<file path="src/rtl/data_mem_sized.sv">
// -----------------------------------------------------------------------------
// data_mem_sized
//   Byte-addressed, little-endian data memory for the single-cycle MIPS
//   datapath. It supports byte, half and word accesses. Loads are sign- or
//   zero-extended. Read responses are registered and carry an ack/err
//   handshake. After reset, a hardware sweep can zero the array.
//
// Parameters
//   DEPTH        number of 32-bit words (power of 2, >= 2)
//   ADDR_W       width of the byte address
//   CLEAR_ON_RST 1: zero-sweep after reset, 0: contents untouched, no sweep
//
// Ports
//   clk       rising-edge clock
//   rst       asynchronous active-low reset
//   req       access request, sampled when busy=0
//   we        1 = store, 0 = load
//   size      00 byte, 01 half, 10 word, 11 illegal
//   sign_ext  loads only: 1 sign-extends, 0 zero-extends
//   A         byte address
//   WD        right-aligned store data
//   RD        registered load data
//   ack       one-cycle response pulse per accepted request
//   err       valid with ack: request rejected
//   busy      clear sweep in progress, requests ignored
// -----------------------------------------------------------------------------
module data_mem_sized #(
  parameter int DEPTH        = 64,
  parameter int ADDR_W       = 32,
  parameter bit CLEAR_ON_RST = 1'b1
) (
  input  logic              clk,
  input  logic              rst,
  input  logic              req,
  input  logic              we,
  input  logic [1:0]        size,
  input  logic              sign_ext,
  input  logic [ADDR_W-1:0] A,
  input  logic [31:0]       WD,
  output logic [31:0]       RD,
  output logic              ack,
  output logic              err,
  output logic              busy
);

  localparam int IDX_W = $clog2(DEPTH);
  // Byte size of the array, one bit wider than A so DEPTH*4 always fits.
  localparam logic [ADDR_W:0] MEM_BYTES = (ADDR_W+1)'(DEPTH * 4);
  localparam logic [IDX_W-1:0] LAST_IDX = IDX_W'(DEPTH - 1);

  localparam logic [1:0] SZ_BYTE = 2'b00;
  localparam logic [1:0] SZ_HALF = 2'b01;
  localparam logic [1:0] SZ_WORD = 2'b10;

  typedef enum logic {ST_CLEAR, ST_READY} state_t;

  state_t            state, state_next;
  logic [IDX_W-1:0]  cnt;
  logic [31:0]       mem [DEPTH];

  logic [IDX_W-1:0]  idx;
  logic [1:0]        lane;
  logic              accept;
  logic              bad;
  logic [3:0]        be;
  logic [31:0]       wdata;
  logic [31:0]       word_rd;
  logic [7:0]        byte_rd;
  logic [15:0]       half_rd;
  logic [31:0]       load_data;

  assign idx  = A[IDX_W+1:2];
  assign lane = A[1:0];
  assign busy = (state == ST_CLEAR);

  // ---------------------------------------------------------------------------
  // Request decode: acceptance, error priority, byte enables, load extraction
  // ---------------------------------------------------------------------------
  always_comb begin
    // NOTE: every always_comb output gets a default first so no path leaves it
    // unassigned; otherwise synthesis infers a latch.
    bad       = 1'b0;
    be        = 4'b0000;
    wdata     = WD;
    load_data = '0;

    accept = (state == ST_READY) && req;

    // The checks run in priority order. Only the first match matters, because
    // every error gets the same response.
    if (size == 2'b11)                              bad = 1'b1;
    else if ({1'b0, A} >= MEM_BYTES)                bad = 1'b1;
    else if (size == SZ_HALF && A[0])               bad = 1'b1;
    else if (size == SZ_WORD && A[1:0] != 2'b00)    bad = 1'b1;

    // Store data is replicated across the lanes. The byte enables then pick
    // which lanes are actually written.
    case (size)
      SZ_BYTE: begin
        be    = 4'b0001 << lane;
        wdata = {4{WD[7:0]}};
      end
      SZ_HALF: begin
        be    = lane[1] ? 4'b1100 : 4'b0011;
        wdata = {2{WD[15:0]}};
      end
      SZ_WORD: be = 4'b1111;
      default: be = 4'b0000;
    endcase

    word_rd = mem[idx];
    byte_rd = word_rd[8*lane +: 8];
    half_rd = lane[1] ? word_rd[31:16] : word_rd[15:0];

    case (size)
      SZ_BYTE: load_data = sign_ext ? {{24{byte_rd[7]}}, byte_rd}  : {24'h0, byte_rd};
      SZ_HALF: load_data = sign_ext ? {{16{half_rd[15]}}, half_rd} : {16'h0, half_rd};
      default: load_data = word_rd;
    endcase
  end

  // ---------------------------------------------------------------------------
  // Storage array. The clear sweep and normal stores share one write port.
  // ---------------------------------------------------------------------------
  // NOTE: the array has no reset; the clear sweep zeroes it over DEPTH cycles,
  // which keeps it mappable to RAM.
  always_ff @(posedge clk) begin
    if (state == ST_CLEAR) begin
      mem[cnt] <= '0;
    end else if (accept && we && !bad) begin
      for (int b = 0; b < 4; b++) begin
        if (be[b]) mem[idx][8*b +: 8] <= wdata[8*b +: 8];
      end
    end
  end

  // ---------------------------------------------------------------------------
  // Clear FSM
  // ---------------------------------------------------------------------------
  // NOTE: sequential state uses non-blocking (<=) so all registers update from
  // pre-edge values, matching the hardware.
  always_ff @(posedge clk or negedge rst) begin
    if (!rst) begin
      state <= CLEAR_ON_RST ? ST_CLEAR : ST_READY;
      cnt   <= '0;
    end else begin
      state <= state_next;
      if (state == ST_CLEAR) cnt <= cnt + 1'b1;
    end
  end

  always_comb begin
    state_next = state;
    case (state)
      ST_CLEAR: if (cnt == LAST_IDX) state_next = ST_READY;
      default:  state_next = ST_READY;
    endcase
  end

  // ---------------------------------------------------------------------------
  // Response register: ack/err pulse, RD holds between loads
  // ---------------------------------------------------------------------------
  always_ff @(posedge clk or negedge rst) begin
    if (!rst) begin
      RD  <= '0;
      ack <= 1'b0;
      err <= 1'b0;
    end else begin
      ack <= accept;
      err <= accept && bad;
      if (accept) begin
        if (bad)      RD <= '0;
        else if (!we) RD <= load_data;
      end
    end
  end

endmodule
</file>
<file path="config.mk">
export PLATFORM = sky130hd
export DESIGN_NAME = data_mem_sized
export DESIGN_NICKNAME = d
export VERILOG_FILES = /design/src/rtl/data_mem_sized.sv
export SDC_FILE = /design/constraint.sdc
export NUM_CORES = 2
export LEC_CHECK = 0
export ABC_AREA = 0
export CORE_MARGIN = 4
export CORE_UTILIZATION = 23
export CTS_BUF_LIST = sky130_fd_sc_hd__clkbuf_2 sky130_fd_sc_hd__clkbuf_4 sky130_fd_sc_hd__clkbuf_8
export CTS_CLUSTER_SIZE = 8
export DETAILED_ROUTE_END_ITERATION = 10
export HOLD_SLACK_MARGIN = 0.03
export PLACE_DENSITY = 0.38
export SLEW_MARGIN = 20
export SYNTH_ARGS = -nofsm -noshare
export SYNTH_HDL_FRONTEND = slang
export SYNTH_SLANG_ARGS = --single-unit
</file>
<file path="constraint.sdc">
create_clock -name clk -period 5.5 [get_ports clk]
set_clock_uncertainty 0.2 [all_clocks]
set_input_delay 1.65 -clock clk [delete_from_list [all_inputs] [get_ports clk]]
set_output_delay 1.65 -clock clk [all_outputs]
set_load 0.02 [all_outputs]
</file>
=== After elaboration in Yosys (flattened, before gate mapping) ===
Memories as Yosys holds them, arrays and structs flattened.
Index checks and enable logic that the tools add are counted.

* $add $sub $neg: 1
* $mul: 0
* Divide/modulo/power cells: 0
* $lt $le $gt $ge: 1
* Equality and inequality tests: 5
* Shift operators: 2
* Muxes and demuxes: 35
* Bitwise gates (word level): 1
* Reductions and logical operators: 11

{| class="wikitable"
|+ Operator list
! operator !! number
|-
| $mux W32 || 5
|-
| $pmux W32 S2 || 2
|-
| $ge A32 B9 Y1 const B || 1
|-
| $reduce_or A32 Y1 || 1
|-
| $shiftx A32 B6 Y8 || 1
|-
| $mux W1 || 23
|-
| $mux W16 || 1
|-
| $pmux W4 S3 || 1
|-
| $mux W4 || 2
|-
| $add A6 B1 Y6 const B || 1
|-
| $eq A6 B6 Y1 const B || 1
|-
| $logic_and A1 B1 Y1 || 6
|-
| $mux W6 || 1
|-
| $eq A2 B2 Y1 const B || 2
|-
| $shl A1 B2 Y4 const A || 1
|-
| $eq A2 B1 Y1 const B || 1
|-
| $logic_not A2 Y1 || 1
|-
| $ne A2 B1 Y1 const B || 1
|-
| $reduce_and A2 Y1 || 1
|-
| $reduce_bool A2 Y1 || 1
|-
| $logic_not A1 Y1 || 1
|-
| $not A1 Y1 || 1
|}

* Flip-flop bits (word level): 41
* Latch bits: 0
* RAM bits: 2048
* Bits in read-only memories: 0
* Input port bits: 71
* Output and inout bits: 35
* Memories kept: 1

{| class="wikitable"
|+ Memory list
! memory !! words !! width !! read ports !! clocked after Yosys merged registers in !! write ports !! line !! text
|-
| mem || 64 || 32 || 1 || 0 || 1 || 59 || <nowiki>logic [31:0] mem [DEPTH];</nowiki>
|}

=== Logic depth before layout (Yosys ltp) ===
* Depth in word-level cells: 13
* Mapped depth: 13
* Mapped depth without buffers: 7

=== Worst setup path before layout ===
No wires, ideal clock.

* Kind: input port to flip-flop
* From: input port A[26]
* To: memory mem[0][12] (data pin)
* Arrival time: 4911 ps
* Data required time: 4752 ps
* Slack: -159 ps
* Cell stages on the path: 7
* Cells stage by stage: nor4_1 o2111ai_1 nor3_1 nand3_1 clkbuf_1 buf_1 a21oi_1

* Word-level cells in the longest chain between the ends: 10
* Elaborated cells on any way between the ends: 19
* Classes of those cells: 1 x order compare; 15 x mux; 3 x reduce/logical

{| class="wikitable"
|+ RTL lines
! item !! line !! text
|-
| start, declared || 38 || <nowiki>input logic [ADDR_W-1:0] A,</nowiki>
|-
| $ge A32 B9 Y1 * || 92 || <nowiki>else if ({1'b0, A} >= MEM_BYTES) bad = 1'b1;</nowiki>
|-
| $mux W1 * || 92 ||
|-
| $mux W1 * || 91 || <nowiki>if (size == 2'b11) bad = 1'b1;</nowiki>
|-
| $logic_not A1 Y1 * || 130 || <nowiki>end else if (accept && we && !bad) begin</nowiki>
|-
| $logic_and A1 B1 Y1 * || 130 ||
|-
| $mux W1 || 130 ||
|-
| $mux W1 || 128 || <nowiki>if (state == ST_CLEAR) begin</nowiki>
|-
| $mux W1 (not written as such) || 132 || <nowiki>if (be[b]) mem[idx][8*b +: 8] <= wdata[8*b +: 8];</nowiki>
|-
| $reduce_or A32 Y1 (no source line) * || n/a ||
|-
| $mux W32 (no source line) * || n/a ||
|-
| end, declared || 59 ||
|}

Every way passes the cells marked *; elsewhere a longest branch is shown, timed or not.

=== Worst setup path after layout ===
* From: input port A[0]
* To: memory mem[36][7], enable pin

* Word-level cells in the longest chain between the ends: 13
* Elaborated cells on any way between the ends: 31
* Classes of those cells: 1 x order compare; 1 x shift; 23 x mux; 6 x reduce/logical

{| class="wikitable"
|+ RTL lines
! item
|-
| parallel branches: the longest is 13 deep, another holds $ge A32 B9 Y1
|}

Parallel ways; which one is timed is not known.

==> metrics.txt <==
# TYPE chip_impl_metric gauge
chip_impl_metric{name="timing.hold.worst_path_depth",unit=""} 2
chip_impl_info{name="worstReg2RegEnd",value="mem[36][7]$_DFFE_PP_"} 1
chip_impl_metric{name="initial_core_util",unit=""} 0.231
chip_impl_metric{name="hold_violations",unit=""} 0
chip_impl_info{name="timing.critical_path.slowest_stage_cell",value="sky130_fd_sc_hd__nor3_1"} 1
chip_impl_metric{name="power.density",unit="mW/mm²"} 318
chip_impl_metric{name="wl_met1",unit="µm"} 112000
chip_impl_metric{name="cts.repair.resized",unit=""} 0
chip_impl_info{name="cts_root_buf",value="sky130_fd_sc_hd__clkbuf_8"} 1
chip_impl_metric{name="worst-r2r-setup-slack",unit="ns"} 1.76
chip_impl_metric{name="critPathArrivalTime",unit="ns"} 5.05
chip_impl_metric{name="die_height",unit="µm"} 607
chip_impl_info{name="synth_ff_type",value="sky130_fd_sc_hd__edfxtp_1"} 1
chip_impl_metric{name="pwr-share-comb",unit=""} 0.031
chip_impl_metric{name="grt.overflow.total",unit=""} 0
chip_impl_metric{name="yosysWarnings",unit=""} 0
chip_impl_metric{name="post-route-period-util",unit=""} 0.853
chip_impl_metric{name="p_int",unit="mW"} 25.1
chip_impl_metric{name="synth-edff-count",unit=""} 2048
chip_impl_metric{name="setup-violations-final",unit=""} 0
chip_impl_metric{name="gr-usage-all-layers",unit=""} 0.141
chip_impl_metric{name="clkPwrFrac",unit=""} 0.435
chip_impl_metric{name="worst_slew_margin_rel",unit=""} 0.259
chip_impl_metric{name="number_of_input_and_output_port_buffers_inserted",unit=""} 105
chip_impl_info{name="crit_path_end_kind",value="register"} 1
chip_impl_metric{name="irDropWorstVdd",unit="mV"} 0.177
chip_impl_metric{name="ff2ff_path_depth",unit=""} 10
chip_impl_metric{name="vias_in_the_first_global_route",unit=""} 45300
chip_impl_metric{name="drt-wirelength-per-cell",unit="µm"} 27.3
chip_impl_metric{name="cts_bufs_inserted",unit=""} 375
chip_impl_metric{name="synth-seq-cells",unit=""} 2089
chip_impl_metric{name="report.final.slew_viol_count",unit=""} 0
chip_impl_metric{name="remaining_drc_errors",unit=""} 0
chip_impl_info{name="final_cell_mix",value="2048 x sky130_fd_sc_hd__edfxtp_1, 598 x sky130_fd_sc_hd__mux4_2, 448 x sky130_fd_sc_hd__buf_4"} 1
chip_impl_metric{name="cts_htree_levels",unit=""} 5
chip_impl_info{name="cts_tree",value="done"} 1
chip_impl_metric{name="clock_tree.buffer_depth",unit=""} 4
chip_impl_metric{name="die_area",unit="mm²"} 0.368
chip_impl_metric{name="drt-pass1-iter-count",unit=""} 5
chip_impl_metric{name="gp_routability_congestion",unit=""} 0.839
chip_impl_metric{name="final.min_clock_period",unit="ns"} 4.69
chip_impl_info{name="outcome",value="completed"} 1
chip_impl_metric{name="syn_to_final_growth",unit="%"} 22.7
chip_impl_metric{name="final.fill_count",unit=""} 35000
chip_impl_metric{name="core_footprint",unit="mm²"} 0.356
chip_impl_metric{name="die-width",unit="µm"} 607
chip_impl_metric{name="final_nets",unit=""} 4666
chip_impl_metric{name="cp_slowest_stage_delay",unit="ns"} 0.76
chip_impl_metric{name="seqPwrFrac",unit=""} 0.535
chip_impl_metric{name="grt_first_pass_wirelength",unit="µm"} 367000
chip_impl_metric{name="grt_antenna_before_repair",unit=""} 12
chip_impl_metric{name="yosys.cell_types.count",unit=""} 72
chip_impl_metric{name="tightestPinTransition",unit="ns"} 1.11
chip_impl_metric{name="pin_count",unit=""} 106
chip_impl_metric{name="placementRows",unit=""} 219
chip_impl_metric{name="worst-endpoint-required",unit="ns"} 5.86
chip_impl_metric{name="drv.max_cap_violation_count",unit=""} 0
chip_impl_metric{name="post_cts_repair_setup_buffers",unit=""} 0
chip_impl_info{name="worstHoldPathType",value="register to register"} 1
chip_impl_metric{name="finalPower",unit="mW"} 32.2
chip_impl_info{name="maxUsedRoutingLayer",value="met4"} 1
chip_impl_metric{name="postSynthCellCount",unit=""} 3811
chip_impl_metric{name="pre_cts_ws",unit="ns"} -0.251
chip_impl_metric{name="worst_slack",unit="ns"} 0.811
chip_impl_metric{name="drt_iter0_markers",unit=""} 3156
chip_impl_metric{name="worstPathMaxFanout",unit=""} 10
chip_impl_info{name="crit-reg2reg-launch",value="state$_DFF_PN0_"} 1
chip_impl_metric{name="clock_transition_at_the_registers_of_the_reported_paths",unit="ns"} 0.06
chip_impl_metric{name="grt_max_degree",unit=""} 65
chip_impl_metric{name="dp_cells",unit=""} 8968
chip_impl_metric{name="synthesis.nets",unit=""} 3883
chip_impl_metric{name="power.share.switching",unit=""} 0.219
chip_impl_info{name="grt_setup_unrepaired",value="false"} 1
chip_impl_metric{name="routed_length_on_met2",unit="µm"} 132000
chip_impl_metric{name="fraction_of_the_core_area_covered_by_cells_at_the_end_of_the_flow",unit=""} 0.284
chip_impl_info{name="critPathLaunch",value="A[0]"} 1
chip_impl_metric{name="synth-async-reset-ratio",unit=""} 0.0196
chip_impl_metric{name="met3_wirelength",unit="µm"} 9760
chip_impl_info{name="endpoint",value="mem[36][7]$_DFFE_PP_"} 1
chip_impl_info{name="worstPathCellList",value="clkdlybuf4s50_1, o21ai_0, o21ai_0, nor3_1, buf_4, and3_2, buf_4, buf_12, nor4b_1, buf_4, a31oi_4, buf_12, buf_4, nor3_1"} 1
chip_impl_metric{name="post_synth.cell_area_avg",unit="µm²"} 21.7
chip_impl_metric{name="final_cell_count_without_fillers",unit=""} 9640
chip_impl_metric{name="drive_above_1_share",unit=""} 0.380
chip_impl_metric{name="detailedPlacementHpwl",unit="µm"} 176000
chip_impl_info{name="critical_path_class",value="input pin to register"} 1
chip_impl_metric{name="clkLatencyLatePin",unit="ns"} 1.01
chip_impl_info{name="setup.worst_path.start_class",value="input pin"} 1
chip_impl_metric{name="synth_area",unit="mm²"} 0.0825
chip_impl_metric{name="achievable_frequency",unit="MHz"} 213
chip_impl_metric{name="num_vias",unit=""} 41900
chip_impl_info{name="mostFrequentLayoutCell",value="sky130_fd_sc_hd__edfxtp_1"} 1
chip_impl_info{name="timing.hold.worst.start",value="RD[6]$_DFFE_PN0P_"} 1
chip_impl_info{name="worst_path_most_repeated_cell",value="sky130_fd_sc_hd__buf_4"} 1
chip_impl_metric{name="synth_seq_area_share",unit=""} 0.758
chip_impl_metric{name="route.final.wire_length",unit="µm"} 263000
chip_impl_metric{name="detail_route.vias_per_cell",unit=""} 4.34
chip_impl_metric{name="switching_power",unit="mW"} 7.05
chip_impl_metric{name="cts_num_sinks",unit=""} 2089
chip_impl_metric{name="cts_hold_buffers",unit=""} 0
chip_impl_metric{name="ant_nets",unit=""} 0
chip_impl_metric{name="power.static_leakage",unit="nW"} 26.8
-- Yosys cell counts, types with 8 or more instances --
cell type	count	area share
sky130_fd_sc_hd__a22o_1	12	0.0013
sky130_fd_sc_hd__buf_2	39	0.0024
sky130_fd_sc_hd__a22oi_1	23	0.0021
sky130_fd_sc_hd__mux4_2	598	0.16
sky130_fd_sc_hd__nor3_1	81	0.0049
sky130_fd_sc_hd__o221ai_1	9	0.00096
sky130_fd_sc_hd__o22ai_1	14	0.0011
sky130_fd_sc_hd__and2_1	13	0.00099
sky130_fd_sc_hd__edfxtp_1	2048	0.75
sky130_fd_sc_hd__buf_1	23	0.0010
sky130_fd_sc_hd__a21oi_1	49	0.0030
sky130_fd_sc_hd__clkbuf_1	123	0.0056
sky130_fd_sc_hd__mux2_2	26	0.0035
sky130_fd_sc_hd__mux2i_1	95	0.012
sky130_fd_sc_hd__o21ai_0	26	0.0016
sky130_fd_sc_hd__buf_6	28	0.0038
sky130_fd_sc_hd__nand3_1	30	0.0018
sky130_fd_sc_hd__a2bb2oi_1	9	0.00096
sky130_fd_sc_hd__or2_2	16	0.0012
sky130_fd_sc_hd__nand2_1	84	0.0038
sky130_fd_sc_hd__nor2_1	244	0.011
sky130_fd_sc_hd__nor2b_1	8	0.00061
sky130_fd_sc_hd__dfrtp_1	41	0.012
sky130_fd_sc_hd__buf_4	32	0.0029
sky130_fd_sc_hd__a31oi_1	22	0.0017
-- sequential cells by signal, indices dropped and copies added, names as in the netlist --
| register | flops |
|---|---|
| mem | 2048 |
| RD | 32 |
| cnt | 6 |
| ack | 1 |
| err | 1 |
| state | 1 |
-- worst min path at each step --
stage                   endpoint  slack, ns
2_1_floorplan  RD[6]$_DFFE_PN0P_       0.38
3_3_place_gp   RD[6]$_DFFE_PN0P_       0.27
3_5_place_dp   RD[6]$_DFFE_PN0P_       0.27
4_1_cts        RD[6]$_DFFE_PN0P_       0.28
5_1_grt        RD[6]$_DFFE_PN0P_       0.31
6_report       RD[6]$_DFFE_PN0P_       0.28
-- critical path, delay by kind of cell --
| kind | cells | cell delay, ns |
|---|---|---|
| buffers and inverters | 7 | 1.58 |
| AND/OR/NAND/NOR | 4 | 1.40 |
| AO/OA/AOI/OAI | 3 | 0.37 |
-- power by group through the flow --
stage	Clock [mW]	Sequential [mW]	Combinational (mW)
5_1_grt	15.3	17.2	1.04
2_1_floorplan	0	17.5	0.549
6_report	14.0	17.2	0.993
4_1_cts	14.5	17.2	1.02
3_3_place_gp	0	17.5	1.02
3_5_place_dp	0	17.5	1.02
-- metal layers --
metal  track usage  vias up
met1         0.183    22800
met4        0.0435        0
met2         0.241     1000
met5             0        -
li1              -    17700
met3        0.0207      408
-- cell families after synthesis --
| family | Yosys count | share of synthesized area |
|---|---|---|
| AO/OA/AOI/OAI | 226 | 0.0191 |
| XOR/XNOR | 5 | 0.000531 |
| adder cells (fa/ha/maj) | 1 | 0.000152 |
| buffers and inverters | 254 | 0.0161 |
| flip-flops | 2089 | 0.758 |
| multiplexers | 719 | 0.178 |
| AND/OR/NAND/NOR | 517 | 0.0280 |
-- metrics by stage --
step	hold slack [ns]	TNS, ns	cell area (µm²)
3_3_place_gp	0.267	-169.43	93900
5_1_grt	0.310	0	101000
6_report	0.280	0	101000
3_5_place_dp	0.267	-41.40	94100
4_1_cts	0.281	0	101000
2_1_floorplan	0.383	-40.75	82500
-- layout make-up --
type / instances / area [µm²] / area share
sequential: 2089 / 62500 / 0.617
multi-input combinational: 1468 / 19300 / 0.191
timing repair buffer: 651 / 6370 / 0.0629
clock buffer: 482 / 6000 / 0.0593
tap: 4751 / 5940 / 0.0587
clock inverter: 175 / 1050 / 0.0104
antenna: 15 / 37.5 / 0.000371
inverter: 9 / 35.0 / 0.000346
No activity file was read; power rests on OpenSTA's default activity.
